--- src/rtl/pipe_stage_skid.sv ---
// Reusable pipeline stage register with a valid/ready handshake on both sides.
// Optional macro PIPE_SKID_EN adds a second (skid) entry so that in_ready
// does not depend combinationally on out_ready. Without the macro the stage
// holds a single entry.
// Ports:
//   clk, rst            clock, asynchronous active-high reset
//   stall               freeze: no push, no pop, all registers hold
//   flush               kill all held entries (control forced to NOP_CTRL)
//   in_valid/in_ready   upstream handshake; in_ctrl/in_data upstream fields
//   out_valid/out_ready downstream handshake; out_ctrl/out_data main entry
//   occupancy           number of held entries (0..2)
//   bp_cnt              saturating count of cycles with out_valid and no pop
module pipe_stage_skid #(
   parameter int unsigned       CTRL_W   = 16,
   parameter int unsigned       DATA_W   = 96,
   parameter logic [CTRL_W-1:0] NOP_CTRL = {CTRL_W{1'b0}},
   parameter int unsigned       CNT_W    = 16
) (
   input  logic              clk,
   input  logic              rst,
   input  logic              stall,
   input  logic              flush,
   input  logic              in_valid,
   output logic              in_ready,
   input  logic [CTRL_W-1:0] in_ctrl,
   input  logic [DATA_W-1:0] in_data,
   output logic              out_valid,
   input  logic              out_ready,
   output logic [CTRL_W-1:0] out_ctrl,
   output logic [DATA_W-1:0] out_data,
   output logic [1:0]        occupancy,
   output logic [CNT_W-1:0]  bp_cnt
);

   // State code equals the number of held entries.
   typedef enum logic [1:0] {
      EMPTY = 2'd0,
      ONE   = 2'd1,
      TWO   = 2'd2
   } state_t;

   state_t            state_q, state_d;
   logic [CTRL_W-1:0] main_ctrl_q, main_ctrl_d;
   logic [DATA_W-1:0] main_data_q, main_data_d;
   logic [CNT_W-1:0]  bp_q, bp_d;
`ifdef PIPE_SKID_EN
   logic [CTRL_W-1:0] skid_ctrl_q, skid_ctrl_d;
   logic [DATA_W-1:0] skid_data_q, skid_data_d;
   logic              skid_v;
`endif
   logic              main_v;
   logic              push;
   logic              pop;

   assign main_v = (state_q != EMPTY);

`ifdef PIPE_SKID_EN
   // Ready depends only on the skid flag and stall, never on out_ready.
   assign skid_v   = (state_q == TWO);
   assign in_ready = ~skid_v & ~stall;
`else
   // Single entry: accept when empty or when the held entry leaves this cycle.
   assign in_ready = ~stall & (~main_v | out_ready);
`endif

   assign push = in_valid & in_ready;
   assign pop  = main_v & out_ready & ~stall;

   assign out_valid = main_v;
   assign out_ctrl  = main_ctrl_q;
   assign out_data  = main_data_q;
   assign occupancy = 2'(state_q);
   assign bp_cnt    = bp_q;

   // State register and datapath registers.
   always_ff @(posedge clk or posedge rst) begin
      if (rst) begin
         state_q     <= EMPTY;
         main_ctrl_q <= NOP_CTRL;
         main_data_q <= '0;
         bp_q        <= '0;
`ifdef PIPE_SKID_EN
         skid_ctrl_q <= '0;
         skid_data_q <= '0;
`endif
      end else begin
         state_q     <= state_d;
         main_ctrl_q <= main_ctrl_d;
         main_data_q <= main_data_d;
         bp_q        <= bp_d;
`ifdef PIPE_SKID_EN
         skid_ctrl_q <= skid_ctrl_d;
         skid_data_q <= skid_data_d;
`endif
      end
   end

   // Next-state and next-register logic; flush overrides stall and push.
   always_comb begin
      state_d     = state_q;
      main_ctrl_d = main_ctrl_q;
      main_data_d = main_data_q;
      bp_d        = bp_q;
`ifdef PIPE_SKID_EN
      skid_ctrl_d = skid_ctrl_q;
      skid_data_d = skid_data_q;
`endif

      if (main_v && !pop && !flush && (bp_q != {CNT_W{1'b1}}))
         bp_d = bp_q + CNT_W'(1);

      if (flush) begin
         state_d     = EMPTY;
         main_ctrl_d = NOP_CTRL;
`ifdef PIPE_SKID_EN
         skid_ctrl_d = NOP_CTRL;
`endif
      end else begin
         case (state_q)
            EMPTY: begin
               if (push) begin
                  state_d     = ONE;
                  main_ctrl_d = in_ctrl;
                  main_data_d = in_data;
               end
            end
            ONE: begin
               if (push && pop) begin
                  main_ctrl_d = in_ctrl;
                  main_data_d = in_data;
`ifdef PIPE_SKID_EN
               end else if (push) begin
                  state_d     = TWO;
                  skid_ctrl_d = in_ctrl;
                  skid_data_d = in_data;
`endif
               end else if (pop) begin
                  state_d     = EMPTY;
                  main_ctrl_d = NOP_CTRL;
               end
            end
`ifdef PIPE_SKID_EN
            TWO: begin
               // Skid drains into main so arrival order is preserved.
               if (pop) begin
                  state_d     = ONE;
                  main_ctrl_d = skid_ctrl_q;
                  main_data_d = skid_data_q;
               end
            end
`endif
            default: begin
               state_d     = EMPTY;
               main_ctrl_d = NOP_CTRL;
            end
         endcase
      end
   end

endmodule

--- config.mk ---
export PLATFORM = sky130hd
export DESIGN_NAME = pipe_stage_skid
export DESIGN_NICKNAME = d
export VERILOG_FILES = /design/src/rtl/pipe_stage_skid.sv
export SDC_FILE = /design/constraint.sdc
export NUM_CORES = 1
export LEC_CHECK = 0
export ABC_AREA = 1
export CORE_ASPECT_RATIO = 1.2
export CORE_MARGIN = 10
export CORE_UTILIZATION = 42
export DETAILED_ROUTE_END_ITERATION = 10
export PLACE_DENSITY = 0.79
export SLEW_MARGIN = 30
export SYNTH_ARGS = -nofsm -noshare
export SYNTH_HDL_FRONTEND = slang
export SYNTH_SLANG_ARGS = --single-unit
export TNS_END_PERCENT = 20
--- constraint.sdc ---
create_clock -name clk -period 5.11 [get_ports clk]
set_input_delay 1.022 -clock clk [delete_from_list [all_inputs] [get_ports clk]]
set_output_delay 1.022 -clock clk [all_outputs]
set_load 0.005 [all_outputs]
After elaboration in Yosys (flattened, before gate mapping)
Cells that the tools add are included.

storage, ports and cells
  memories = 0
  bits of input ports = 118
  memory bits (read-only) = 0
  register bits = 130
  bits in writable memories = 0
  latch bits = 0
  logic and storage cells = 46

operators by class
  multiply operators = 0
  reductions and logical operators = 12
  divide/modulo/power cells = 0
  bitwise logic cells = 8
  order comparisons = 0
  shifts and indexed selects = 0
  add/subtract/negate cells = 1
  mux-type cells = 13
  eq/ne operators = 8

operator list
  cell                     number
  $mux W96                 2
  $pmux W96 S2             1
  $mux W16                 4
  $pmux W16 S2             1
  $add A16 B1 Y16 const B  1
  $ne A16 B16 Y1 const B   1
  $ne A3 B3 Y1 const B     3
  $mux W2                  4
  $and A1 B1 Y1            4
  $logic_and A1 B1 Y1      4
  $ne A2 B2 Y1 const B     2
  $ne A4 B4 Y1 const B     1
  $pmux W2 S2              1
  $reduce_and A4 Y1        1
  $reduce_bool A2 Y1       2
  $not A1 Y1               3
  $reduce_and A3 Y1        1
  $eq A2 B1 Y1 const B     1
  $logic_not A1 Y1         2
  $logic_not A2 Y1         1
  $reduce_and A2 Y1        1
  $or A1 B1 Y1             1

Depth between registers and ports, before layout
  word-level depth = 9
  mapped depth = 9
  gate-level depth less buffers = 8

Worst setup path before layout
OpenSTA, ideal clock, no wires.

  path kind = in2out
  from = input out_ready
  to = output in_ready
  required time = 4.088 ns
  path slack = 2.866 ns
  cell stages on the path = 2
  arrival time = 1.222 ns
  cells stage by stage = inv_1 a21oi_4

on the way
  cells in the longest elaborated chain, start to end = 2

ends and longest elaborated chain
  item             RTL line  source
  start, declared  28        input logic out_ready,
  $or A1 B1 Y1     63        assign in_ready = ~stall & (~main_v | out_ready);
  $and A1 B1 Y1    63
  end, declared    24        output logic in_ready,

No other way between the ends.

Final worst setup path
Ends and elaborated chain as after synthesis.

==> results by group <==
Synth
  • Synth cell types: 26
  • Number of flip-flops and latches in the synthesized netlist: around 130
  • Number of warnings printed during yosys synthesis: 0
  • Mean area per synthesized cell: around 8.6 um^2
  • Post-synth net total: between 700 and 800
  • Sequential element share of the synthesized area: between 50% and 60%
  • Mapped Area: 5470 um^2
  • Gate count after technology mapping: approximately 640

Power
  • Maximum resistive drop on vdd: around 0.22 mV
  • Total leakage power: 4.15 nW
  • Power per cell area: roughly 370 nW/um^2

Critical path
  • Setup CP Type: in2out
  • CP Data Arrival Time: between 2 and 2.5 ns
  • Endpoint type of the worst setup path: output pin
  • Worst-path maximum fanout: 6
  • Required time worst endpoint: 4.09 ns
  • Critical path startpoint category: input port

Cells and area
  • Number of nets in the layout: between 900 and 1000
  • Share of final-layout standard cells stronger than drive strength 1: 5.72%
  • Fraction of the core area covered by cells at the end of the flow: 68.5%
  • Antenna diodes: 0
  • Relative area change from synthesis to final layout: 59.3%

Hold path
  • Path category of the worst min-delay check: reg2reg

Run status
  • Run status: completed

Die
  • Placement row count: 45
  • Chip height: roughly 140 um
  • Initial core utilization: 43.0%
  • Core area: around 13000 um^2
  • Total Die Area: 18000 um^2
  • Die extent in x: 124 um
  • Io pins: 250

Detailed routing
  • Total Wirelength: 16400 um
  • DRC errors left: 0
  • Average via count per standard cell: about 4.5
  • Number of antenna-violating nets in the routed design: 0
  • Pre-Repair DR Iteration Count: 4
  • Overall via count from detail_route: about 4800
  • Count of routing violations after the opening detailed-route iteration: around 300
  • Routed wire per std cell: between 15 and 20 um

Timing
  • Highest clock frequency the design can meet: 0.303 GHz
  • Tightest Pin Transition: 0.766 ns
  • Number of hold-slack violations in the final timing report: 0
  • RSZ-0062 raised after global routing: false
  • Final Worst Setup Slack: ~1.8 ns
  • Worst max-slew margin expressed relative to the limit: roughly 49%
  • Max Slew Vio Count: 0
  • Worst Clk Skew: approximately 0.0063 ns
  • Setup TNS: 0 ns
  • Setup violations, final: 0
  • Clock period minus worst slack: between 3 and 4 ns
  • Final worst path period share: between 60 and 70%
  • Post-Route Hold Slack: roughly 0.48 ns

Place
  • Worst slack at placement: around 1.8 ns
  • Final Wtd Congestion: roughly 0.8
  • Count of input and output buffers: 248
  • DPL Wire Length: 12300 um

Clock network
  • Number of cells upsized or downsized after cts: 0
  • Count of hold-fix buffers inserted at cts: 0
  • TritonCTS clock tree: built
  • Worst-skew pair later-pin latency: ~0.40 ns
  • Post CTS Setup Buffer Count: 0
  • Root buffer selected by CTS: sky130_fd_sc_hd__clkbuf_16
  • CTS max path bufs: 2
  • Clock-pin slew reported for the worst setup and hold paths after clock tree synthesis: approximately 0.050 ns
  • Number of sinks on the clock net: 129
  • Total clock buffers created by CTS: 17
  • Max H-tree Level: 4

GRT
  • Via count of the first global-routing pass: 4713
  • Aggregate global routing overflow: 0
  • Maximum number of pins on one net before global-route repair: 85
  • Global-route wire length before repair: 25700 um
  • Initial antenna violation count: 2
  • GRT Total Usage: 18.1%

Flow run
  • Number of maximum-capacitance constraint violations: 0
## cell usage in the layout, fill, tap and decap left out
cell type | netlist | routed
sky130_fd_sc_hd__clkbuf_8 | 0 | 4
sky130_fd_sc_hd__ha_1 | 1 | 1
sky130_fd_sc_hd__clkinv_4 | 0 | 2
sky130_fd_sc_hd__clkinv_2 | 1 | 2
sky130_fd_sc_hd__nand2_2 | 3 | 3
sky130_fd_sc_hd__nor2_4 | 1 | 1
sky130_fd_sc_hd__buf_12 | 0 | 1
sky130_fd_sc_hd__nand4_1 | 5 | 5
sky130_fd_sc_hd__nand3_1 | 23 | 22
sky130_fd_sc_hd__buf_4 | 2 | 5
sky130_fd_sc_hd__inv_4 | 1 | 1
sky130_fd_sc_hd__nand3_4 | 0 | 1
sky130_fd_sc_hd__nand2_4 | 1 | 1
sky130_fd_sc_hd__clkdlybuf4s50_1 | 0 | 248
sky130_fd_sc_hd__a21oi_4 | 1 | 1
sky130_fd_sc_hd__clkbuf_16 | 0 | 17
sky130_fd_sc_hd__dfrtp_1 | 129 | 129
sky130_fd_sc_hd__nor2_2 | 1 | 1
sky130_fd_sc_hd__clkinvlp_4 | 0 | 4
sky130_fd_sc_hd__clkinv_1 | 1 | 1
sky130_fd_sc_hd__nand2_1 | 186 | 186
sky130_fd_sc_hd__nand3_2 | 1 | 1
sky130_fd_sc_hd__inv_1 | 107 | 106
sky130_fd_sc_hd__nor2_1 | 16 | 16
sky130_fd_sc_hd__xnor2_1 | 7 | 7
sky130_fd_sc_hd__conb_1 | 1 | 1
sky130_fd_sc_hd__o21ai_0 | 109 | 109
sky130_fd_sc_hd__xor2_1 | 1 | 1
sky130_fd_sc_hd__inv_6 | 0 | 2
sky130_fd_sc_hd__o21ai_4 | 1 | 1
sky130_fd_sc_hd__o21ai_1 | 9 | 9
sky130_fd_sc_hd__bufinv_16 | 0 | 3
## cell type report
type                    instances  area [um^2]
fillers                      1045         4010
flip-flops and latches        129         3230
repair buffers                254         2540
multi-input cells             367         1680
clock buffers                  21          480
inverters                     110          422
well taps                     164          205
clock inverters                11          151
## state kept, by name (all words and copies together) (netlist names)
| signal | cells |
|---|---|
| bp_cnt | 16 |
| occupancy | 1 |
| out_data | 96 |
| out_ctrl | 16 |
## worst paths after layout
path,start,to,slack (ns),depth (start not counted)
max,out_ready,in_ready,1.81,4
min,out_data[4]$_DFFE_PP0P_,out_data[4]$_DFFE_PP0P_,0.48,2
max reg2reg,occupancy[0]$_DFFE_PP0P_,out_data[61]$_DFFE_PP0P_,2.96,5
min reg2reg,out_data[4]$_DFFE_PP0P_,out_data[4]$_DFFE_PP0P_,0.48,2
max in group asynchronous,rst,out_data[94]$_DFFE_PP0P_,3.15,3
min in group asynchronous,rst,out_data[72]$_DFFE_PP0P_,1.14,2
## cell usage after synthesis
| cell | n | area (um^2) |
|---|---|---|
| sky130_fd_sc_hd__inv_4 | 1 | 6.26 |
| sky130_fd_sc_hd__clkbuf_1 | 13 | 48.8 |
| sky130_fd_sc_hd__nand2_1 | 186 | 698 |
| sky130_fd_sc_hd__xor2_1 | 1 | 8.76 |
| sky130_fd_sc_hd__nor2_2 | 1 | 6.26 |
| sky130_fd_sc_hd__clkinv_2 | 1 | 5.00 |
| sky130_fd_sc_hd__clkinv_1 | 1 | 3.75 |
| sky130_fd_sc_hd__nor2_1 | 16 | 60.1 |
| sky130_fd_sc_hd__a21oi_4 | 1 | 16.3 |
| sky130_fd_sc_hd__conb_1 | 1 | 3.75 |
| sky130_fd_sc_hd__nand4_1 | 5 | 31.3 |
| sky130_fd_sc_hd__o21ai_1 | 9 | 45.0 |
| sky130_fd_sc_hd__buf_6 | 2 | 22.5 |
| sky130_fd_sc_hd__nor2_4 | 1 | 11.3 |
| sky130_fd_sc_hd__ha_1 | 1 | 12.5 |
| sky130_fd_sc_hd__o21ai_0 | 109 | 546 |
| sky130_fd_sc_hd__xnor2_1 | 7 | 61.3 |
| sky130_fd_sc_hd__inv_1 | 107 | 402 |
| sky130_fd_sc_hd__nand3_1 | 23 | 115 |
| sky130_fd_sc_hd__nand3_2 | 1 | 10.0 |
| sky130_fd_sc_hd__dfrtp_1 | 129 | 3230 |
| sky130_fd_sc_hd__buf_2 | 13 | 65.1 |
| sky130_fd_sc_hd__buf_4 | 2 | 15.0 |
| sky130_fd_sc_hd__nand2_2 | 3 | 18.8 |
| sky130_fd_sc_hd__nand2_4 | 1 | 11.3 |
| sky130_fd_sc_hd__o21ai_4 | 1 | 16.3 |
## per-stage QoR
step | power [mW] | std cells | instance area, um^2
finish | 3.20 | 1056 | 8710
global route | 3.36 | 1056 | 8710
CTS | 3.23 | 1056 | 8710
detailed placement | 1.95 | 1024 | 8080
global placement | 1.93 | 1024 | 8080
floorplan | 1.47 | 636 | 5470
## routing by layer
metal / up-vias / wire length (um) / share of wire [%] / GRT usage, %
met3: 22 / 1340 / 8.1 / 5.89
met1: 2184 / 6260 / 38 / 20.5
met2: 146 / 8530 / 52 / 31.1
met4: 4 / 281 / 1.7 / 5.71
li1: 2443 / - / - / -
met5: - / 21 / 0.13 / 0
## critical path, stage by stage
cell                              delay, ns
sky130_fd_sc_hd__clkdlybuf4s50_1       0.45
sky130_fd_sc_hd__inv_1                 0.06
sky130_fd_sc_hd__a21oi_4               0.21
sky130_fd_sc_hd__clkdlybuf4s50_1       0.54
## logic make-up (layout without fill, tap and decap cells)
group,Yosys count,in the layout,share of synthesized area (%)
AOI/OAI and AO/OA,120,120,11.4
xor gates and xnor gates,8,8,1.28
adders and majority gates,1,1,0.229
buffers and inverters,140,396,10.4
DFF,129,129,59.0
other,1,1,0.0686
and+or+nand+nor,237,237,17.6
## power breakdown
part / leakage (nW) / total, mW / switching (mW) / internal, mW
Combinational: 2.21 / 0.659 / 0.247 / 0.412
Clock: 0.298 / 1.27 / 0.448 / 0.822
Sequential: 1.64 / 1.27 / 0.0909 / 1.18
Note: power is estimated with default switching activity, not from simulation.
